`src/rtl/regfile_sb.sv`:
```
// regfile_sb: multi-read-port integer register file with a per-register scoreboard.
// ID issues writers, which marks the destination busy under a producer tag.
// WB writes data back and clears busy only when its tag matches the current owner.
// Register 0 reads as zero and is never busy.
//
// Ports:
//   dclk, rst_n          clock, synchronous active-low reset
//   re_i/raddr_i         per-port read enable / address (port k at [k*AW +: AW])
//   rdata_o/rbusy_o      per-port read data / busy flag (combinational)
//   iss_i/iss_rd_i/iss_tag_i   issue strobe, destination, producer tag
//   we_i/waddr_i/wdata_i/wtag_i writeback enable, address, data, producer tag
//   flush_i              clear every busy bit, data is kept
//   dbg_o                committed value of regs[DBG_IDX], never bypassed
//
// Build option: define WB_BYPASS_EN to forward a same-cycle writeback to reads.

module regfile_sb #(
  parameter int unsigned DATA_W  = 32,
  parameter int unsigned NREG    = 32,
  parameter int unsigned AW      = $clog2(NREG),
  parameter int unsigned NRD     = 2,
  parameter int unsigned TAG_W   = 4,
  parameter int unsigned DBG_IDX = 1
) (
  input  logic                  dclk,
  input  logic                  rst_n,
  input  logic [NRD-1:0]        re_i,
  input  logic [NRD*AW-1:0]     raddr_i,
  output logic [NRD*DATA_W-1:0] rdata_o,
  output logic [NRD-1:0]        rbusy_o,
  input  logic                  iss_i,
  input  logic [AW-1:0]         iss_rd_i,
  input  logic [TAG_W-1:0]      iss_tag_i,
  input  logic                  we_i,
  input  logic [AW-1:0]         waddr_i,
  input  logic [DATA_W-1:0]     wdata_i,
  input  logic [TAG_W-1:0]      wtag_i,
  input  logic                  flush_i,
  output logic [DATA_W-1:0]     dbg_o
);

  logic [DATA_W-1:0] regs [NREG];
  logic [TAG_W-1:0]  tags [NREG];
  logic [NREG-1:0]   busy;

  logic wb_ok;
  logic wb_clr;
  logic iss_ok;

  assign wb_ok  = we_i && (waddr_i != '0);
  assign wb_clr = wb_ok && busy[waddr_i] && (tags[waddr_i] == wtag_i);
  assign iss_ok = iss_i && (iss_rd_i != '0);

  // State update; the issue assignment comes after the clear so issue wins on the same register.
  always_ff @(posedge dclk) begin
    if (!rst_n) begin
      for (int i = 0; i < int'(NREG); i++) begin
        regs[i] <= '0;
        tags[i] <= '0;
      end
      busy <= '0;
    end else begin
      if (wb_ok) regs[waddr_i] <= wdata_i;
      if (flush_i) begin
        busy <= '0;
      end else begin
        if (wb_clr) busy[waddr_i] <= 1'b0;
        if (iss_ok) begin
          busy[iss_rd_i] <= 1'b1;
          tags[iss_rd_i] <= iss_tag_i;
        end
      end
    end
  end

  // Independent zero-latency read ports.
  for (genvar k = 0; k < int'(NRD); k++) begin : g_rd
    logic [AW-1:0]     a;
    logic [DATA_W-1:0] d;
    logic              b;

    assign a = raddr_i[k*AW +: AW];

    always_comb begin
      d = '0;
      b = 1'b0;
      if (rst_n && re_i[k] && (a != '0)) begin
        d = regs[a];
        b = busy[a];
`ifdef WB_BYPASS_EN
        // Forward the in-flight writeback, showing busy as it will be after the tag clear.
        if (we_i && (waddr_i == a)) begin
          d = wdata_i;
          b = busy[a] & ~(tags[a] == wtag_i);
        end
`endif
      end
    end

    assign rdata_o[k*DATA_W +: DATA_W] = d;
    assign rbusy_o[k]                  = b;
  end

  assign dbg_o = regs[AW'(DBG_IDX)];

endmodule

```
`config.mk`:
```
export PLATFORM = sky130hd
export DESIGN_NAME = regfile_sb
export DESIGN_NICKNAME = d
export VERILOG_FILES = /design/src/rtl/regfile_sb.sv
export SDC_FILE = /design/constraint.sdc
export NUM_CORES = 2
export LEC_CHECK = 0
export CAP_MARGIN = 0
export CORE_ASPECT_RATIO = 2
export CORE_UTILIZATION = 57
export DETAILED_ROUTE_END_ITERATION = 6
export GPL_TIMING_DRIVEN = 0
export PLACE_DENSITY_LB_ADDON = 0.12
export RECOVER_POWER = 25
export SLEW_MARGIN = 40
export SYNTH_ARGS = -nofsm -noshare
export SYNTH_HDL_FRONTEND = slang
export SYNTH_SLANG_ARGS = --single-unit
```
`constraint.sdc`:
```
create_clock -name dclk -period 5 [get_ports dclk]
set_input_delay 1 -clock dclk [delete_from_list [all_inputs] [get_ports dclk]]
set_output_delay 1 -clock dclk [all_outputs]
set_load 0.1 [all_outputs]
```
==> results_dict.tcl <==
set metrics [dict create \
    status "finished with violations" \
    violations "design-rule violations, max-capacitance violations, max-slew violations, negative setup slack" \
    hold_end "busy[0]$_SDFF_PP0_" \
    via_per_inst 7.04 \
    root_buffer "clkbuf_16" \
    grt_pass1_wl_um 370000 \
    synthFlopType "edfxtp_1" \
    coreArea_um2 111000 \
    hold_violations 0 \
    nets 5367 \
    yosysMostFrequentCell "edfxtp_1" \
    ir_drop_mv 0.378 \
    grtUsageMet2_pct 74.8 \
    reg2reg_to "busy[19]$_SDFF_PP0_" \
    die_w_um 239 \
    synth_area_leaders "edfxtp_1 54%, and2_1 11%, mux4_2 9.7%" \
    drt_iter0_markers 6580 \
    post-place-cells 6679 \
    numCtsBuffers 104 \
    area_growth_pct 13.9 \
    power_frac_seq_pct 48.4 \
    fillers 8557 \
    p_clk_share_pct 35.8 \
    synth-async-reset-ratio_pct 0 \
    ys_types 48 \
    initial_core_util_pct 57.6 \
    intPower_mw 17.2 \
    cts.clk_slew.worst_paths_ps 80 \
    syn-cell-area_um2 64100 \
    gp_congestion 1.15 \
    max_freq_mhz 194 \
    postCtsHoldBufs 0 \
    p_comb_share_pct 15.8 \
    swShare_pct 28.6 \
    yosys_warnings 0 \
    worst_setup_path_end_kind "output pin" \
    crit_path_start "raddr_i[5]" \
    wire_per_inst_um 38.9 \
    avgSynthCellArea_um2 13.0 \
    multi_input_area_um2 27500 \
    num_vias 48600 \
    synth_top_cell_by_area "edfxtp_1" \
    drc 21 \
    slowest_delay_ps 530 \
    tritoncts "done" \
    die-area_um2 114000 \
    synth-seq-area-share_pct 55.0 \
    grt_overflow 0 \
    grt_busiest_layer "met2" \
    tightest_slew_ps 2210 \
    p_per_area_nw_per_um2 331 \
    dpl_cell_area_um2 68900 \
    core.rowCount 173 \
    finalSetupTns_ps -1480 \
    hold_start "busy[0]$_SDFF_PP0_" \
    postSynthCellCount 4927 \
    fin_skew_ps 28.4 \
    fin_area_um2 73000 \
    crit_chain "buf_2 > buf_2 > buf_4 > mux2i_1 > a221oi_1 > nor2_1 > o21ai_2 > o21ai_0 > nor2_1 > buf_4 > buf_4" \
    grt_setup_unrepaired "yes" \
    dr.pass1.iters 7 \
    p_sw_mw 6.91 \
    ant_nets 0 \
    synth_edf_count 1152 \
    r2r_slack_ps 2120 \
    fin_crit_sh_pct 103 \
    fin_cells 6907 \
    leakagePower_nw 26.0 \
    hold_class "flip-flop to flip-flop" \
    finalMaxSlewViolations 68 \
    crit_type "input pin to output pin" \
    min_path_cells 1 \
    total_power_mw 24.1 \
    dpl.hpwl_um 205000 \
    wirelength_um 269000 \
    die_height_um 476 \
    setup_viol 43 \
    grt_util_met3_pct 21.6 \
    met1_usage_pct 47.0 \
    grt_usage_pct 48.4 \
    synth_seq_cells 1184 \
    critPathMaxFanout 10 \
    clk_latency_ps 790 \
    htree_levels 3 \
    setup_ws_ps -157 \
    relSlewSlack_pct -48.8 \
    required_ps 4000 \
    synth_common_cells "1152 x edfxtp_1, 1078 x and2_1, 466 x mux2i_1" \
    grt_max_degree 21 \
    critPathMostFrequentCell "buf_4" \
    pin_count 165 \
    maxCapViolCount 9 \
    grt_antenna_before_repair 33 \
    clock-sinks 1184 \
    finalWorstPathRequiredPeriod_ps 5160 \
    portBuffers 161 \
    reg2reg_depth 8 \
    arrival_ps 4160 \
    grt_pass1_vias 48600 \
    seq_area_um2 35200 \
    rr_startpoint "tags[6][3]$_SDFFCE_PN0P_" \
    clk_path_buf_depth 3 \
    dpl_worst_slack_ps -1210 \
    synth_top_area_share_pct 54.0 \
    critPathLaunchType "input pin" \
    drive_gt1_share_pct 19.9 \
    cp_slowest_cell "a221oi_1" \
]
## what timing repair did
action / in CTS / in global routing
buffers inserted: 0 / 1
gates resized for setup: 212 / 119
setup endpoints to repair: 66 / 66
gates cloned: 0 / 0
pin swaps: 2 / 4
## how the worst max path moves through the flow
stage	endpoint	depth (start not counted)
6_report	rbusy_o[1]	11
5_1_grt	rbusy_o[0]	11
4_1_cts	rdata_o[0]	11
3_5_place_dp	rbusy_o[0]	11
3_3_place_gp	regs[19][28]$_SDFFCE_PN0P_	6
2_1_floorplan	regs[26][0]$_SDFFCE_PN0P_	7
## kinds of logic after synthesis
logic type	after synthesis	synth area share [%]
simple gates	1498	14.0
flops	1184	55.0
mux	870	19.2
compound gates	869	8.38
buf+inv	502	3.35
xor+xnor	3	0.0410
other cells	1	0.00585
## routing by layer
| metal | wire, um | vias up | part of all wire (%) |
|---|---|---|---|
| met2 | 126000 | 3851 | 47 |
| met3 | 33900 | 1446 | 13 |
| met4 | 31800 | 15 | 12 |
| met1 | 77000 | 23900 | 29 |
| li1 | - | 19400 | - |
| met5 | 248 | - | 0.092 |
## registers in the layout (all words and copies together), names as in the netlist
name / cells
regs: 1024
tags: 128
busy: 32
## layout by cell type (no fill, tap or decap), types with 9 or more instances in the layout
| cell type | n |
|---|---|
| nor2_2 | 17 |
| clkbuf_4 | 44 |
| a221oi_2 | 43 |
| buf_2 | 70 |
| nor2_1 | 242 |
| nor4_2 | 31 |
| mux2_2 | 128 |
| clkinv_1 | 24 |
| clkbuf_16 | 106 |
| a21oi_1 | 187 |
| and2_0 | 104 |
| mux2i_2 | 12 |
| buf_4 | 65 |
| and2_1 | 974 |
| o21ai_1 | 63 |
| buf_16 | 12 |
| conb_1 | 36 |
| buf_8 | 46 |
| edfxtp_1 | 1152 |
| nor4_1 | 12 |
| o21ai_4 | 11 |
| clkbuf_2 | 81 |
| diode_2 | 32 |
| nand2_1 | 13 |
| bufinv_16 | 14 |
| buf_6 | 38 |
| nand2b_1 | 9 |
| o211ai_1 | 64 |
| clkbuf_1 | 319 |
| o21ai_0 | 240 |
| mux4_2 | 276 |
| dfxtp_1 | 32 |
| a221oi_1 | 85 |
| a22oi_1 | 128 |
| clkdlybuf4s50_1 | 56 |
| mux2i_1 | 449 |
| and3_1 | 41 |
| clkinv_2 | 23 |
| o22ai_1 | 35 |
## worst max-delay path, delay by kind of cell
family,cells,cell delay (ps)
and+or+nand+nor,2,490
muxes,1,150
buffers and inverters,5,1510
AOI/OAI and AO/OA,3,950
## power by group through the flow
stage          sequential [mW]  clock (mW)  combinational [mW]
2_1_floorplan             11.9           0                2.02
3_3_place_gp              11.9           0                3.38
3_5_place_dp              11.9           0                3.52
4_1_cts                   11.7        8.51                3.59
5_1_grt                   11.7        8.88                3.87
6_report                  11.7        8.63                3.82
## stage by stage
stage / hold WS [ps] / utilization [%]
2_1_floorplan: 473 / -
3_3_place_gp: 509 / 60.8
3_5_place_dp: 512 / 61.9
4_1_cts: 524 / 65.5
5_1_grt: 534 / 65.6
6_report: 530 / 65.6
## area by class of cell
type                       instances  share of cell area (%)
antenna                           32                   0.110
buffer                           499                    3.48
clock buffer                     115                    3.68
clock inverter                    79                    1.11
inverter                           2                  0.0103
multi-input combinational       3276                    37.6
sequential                      1184                    48.3
tap                             1487                    2.55
timing repair buffer             233                    3.17
(Power assumes the default switching activity.)
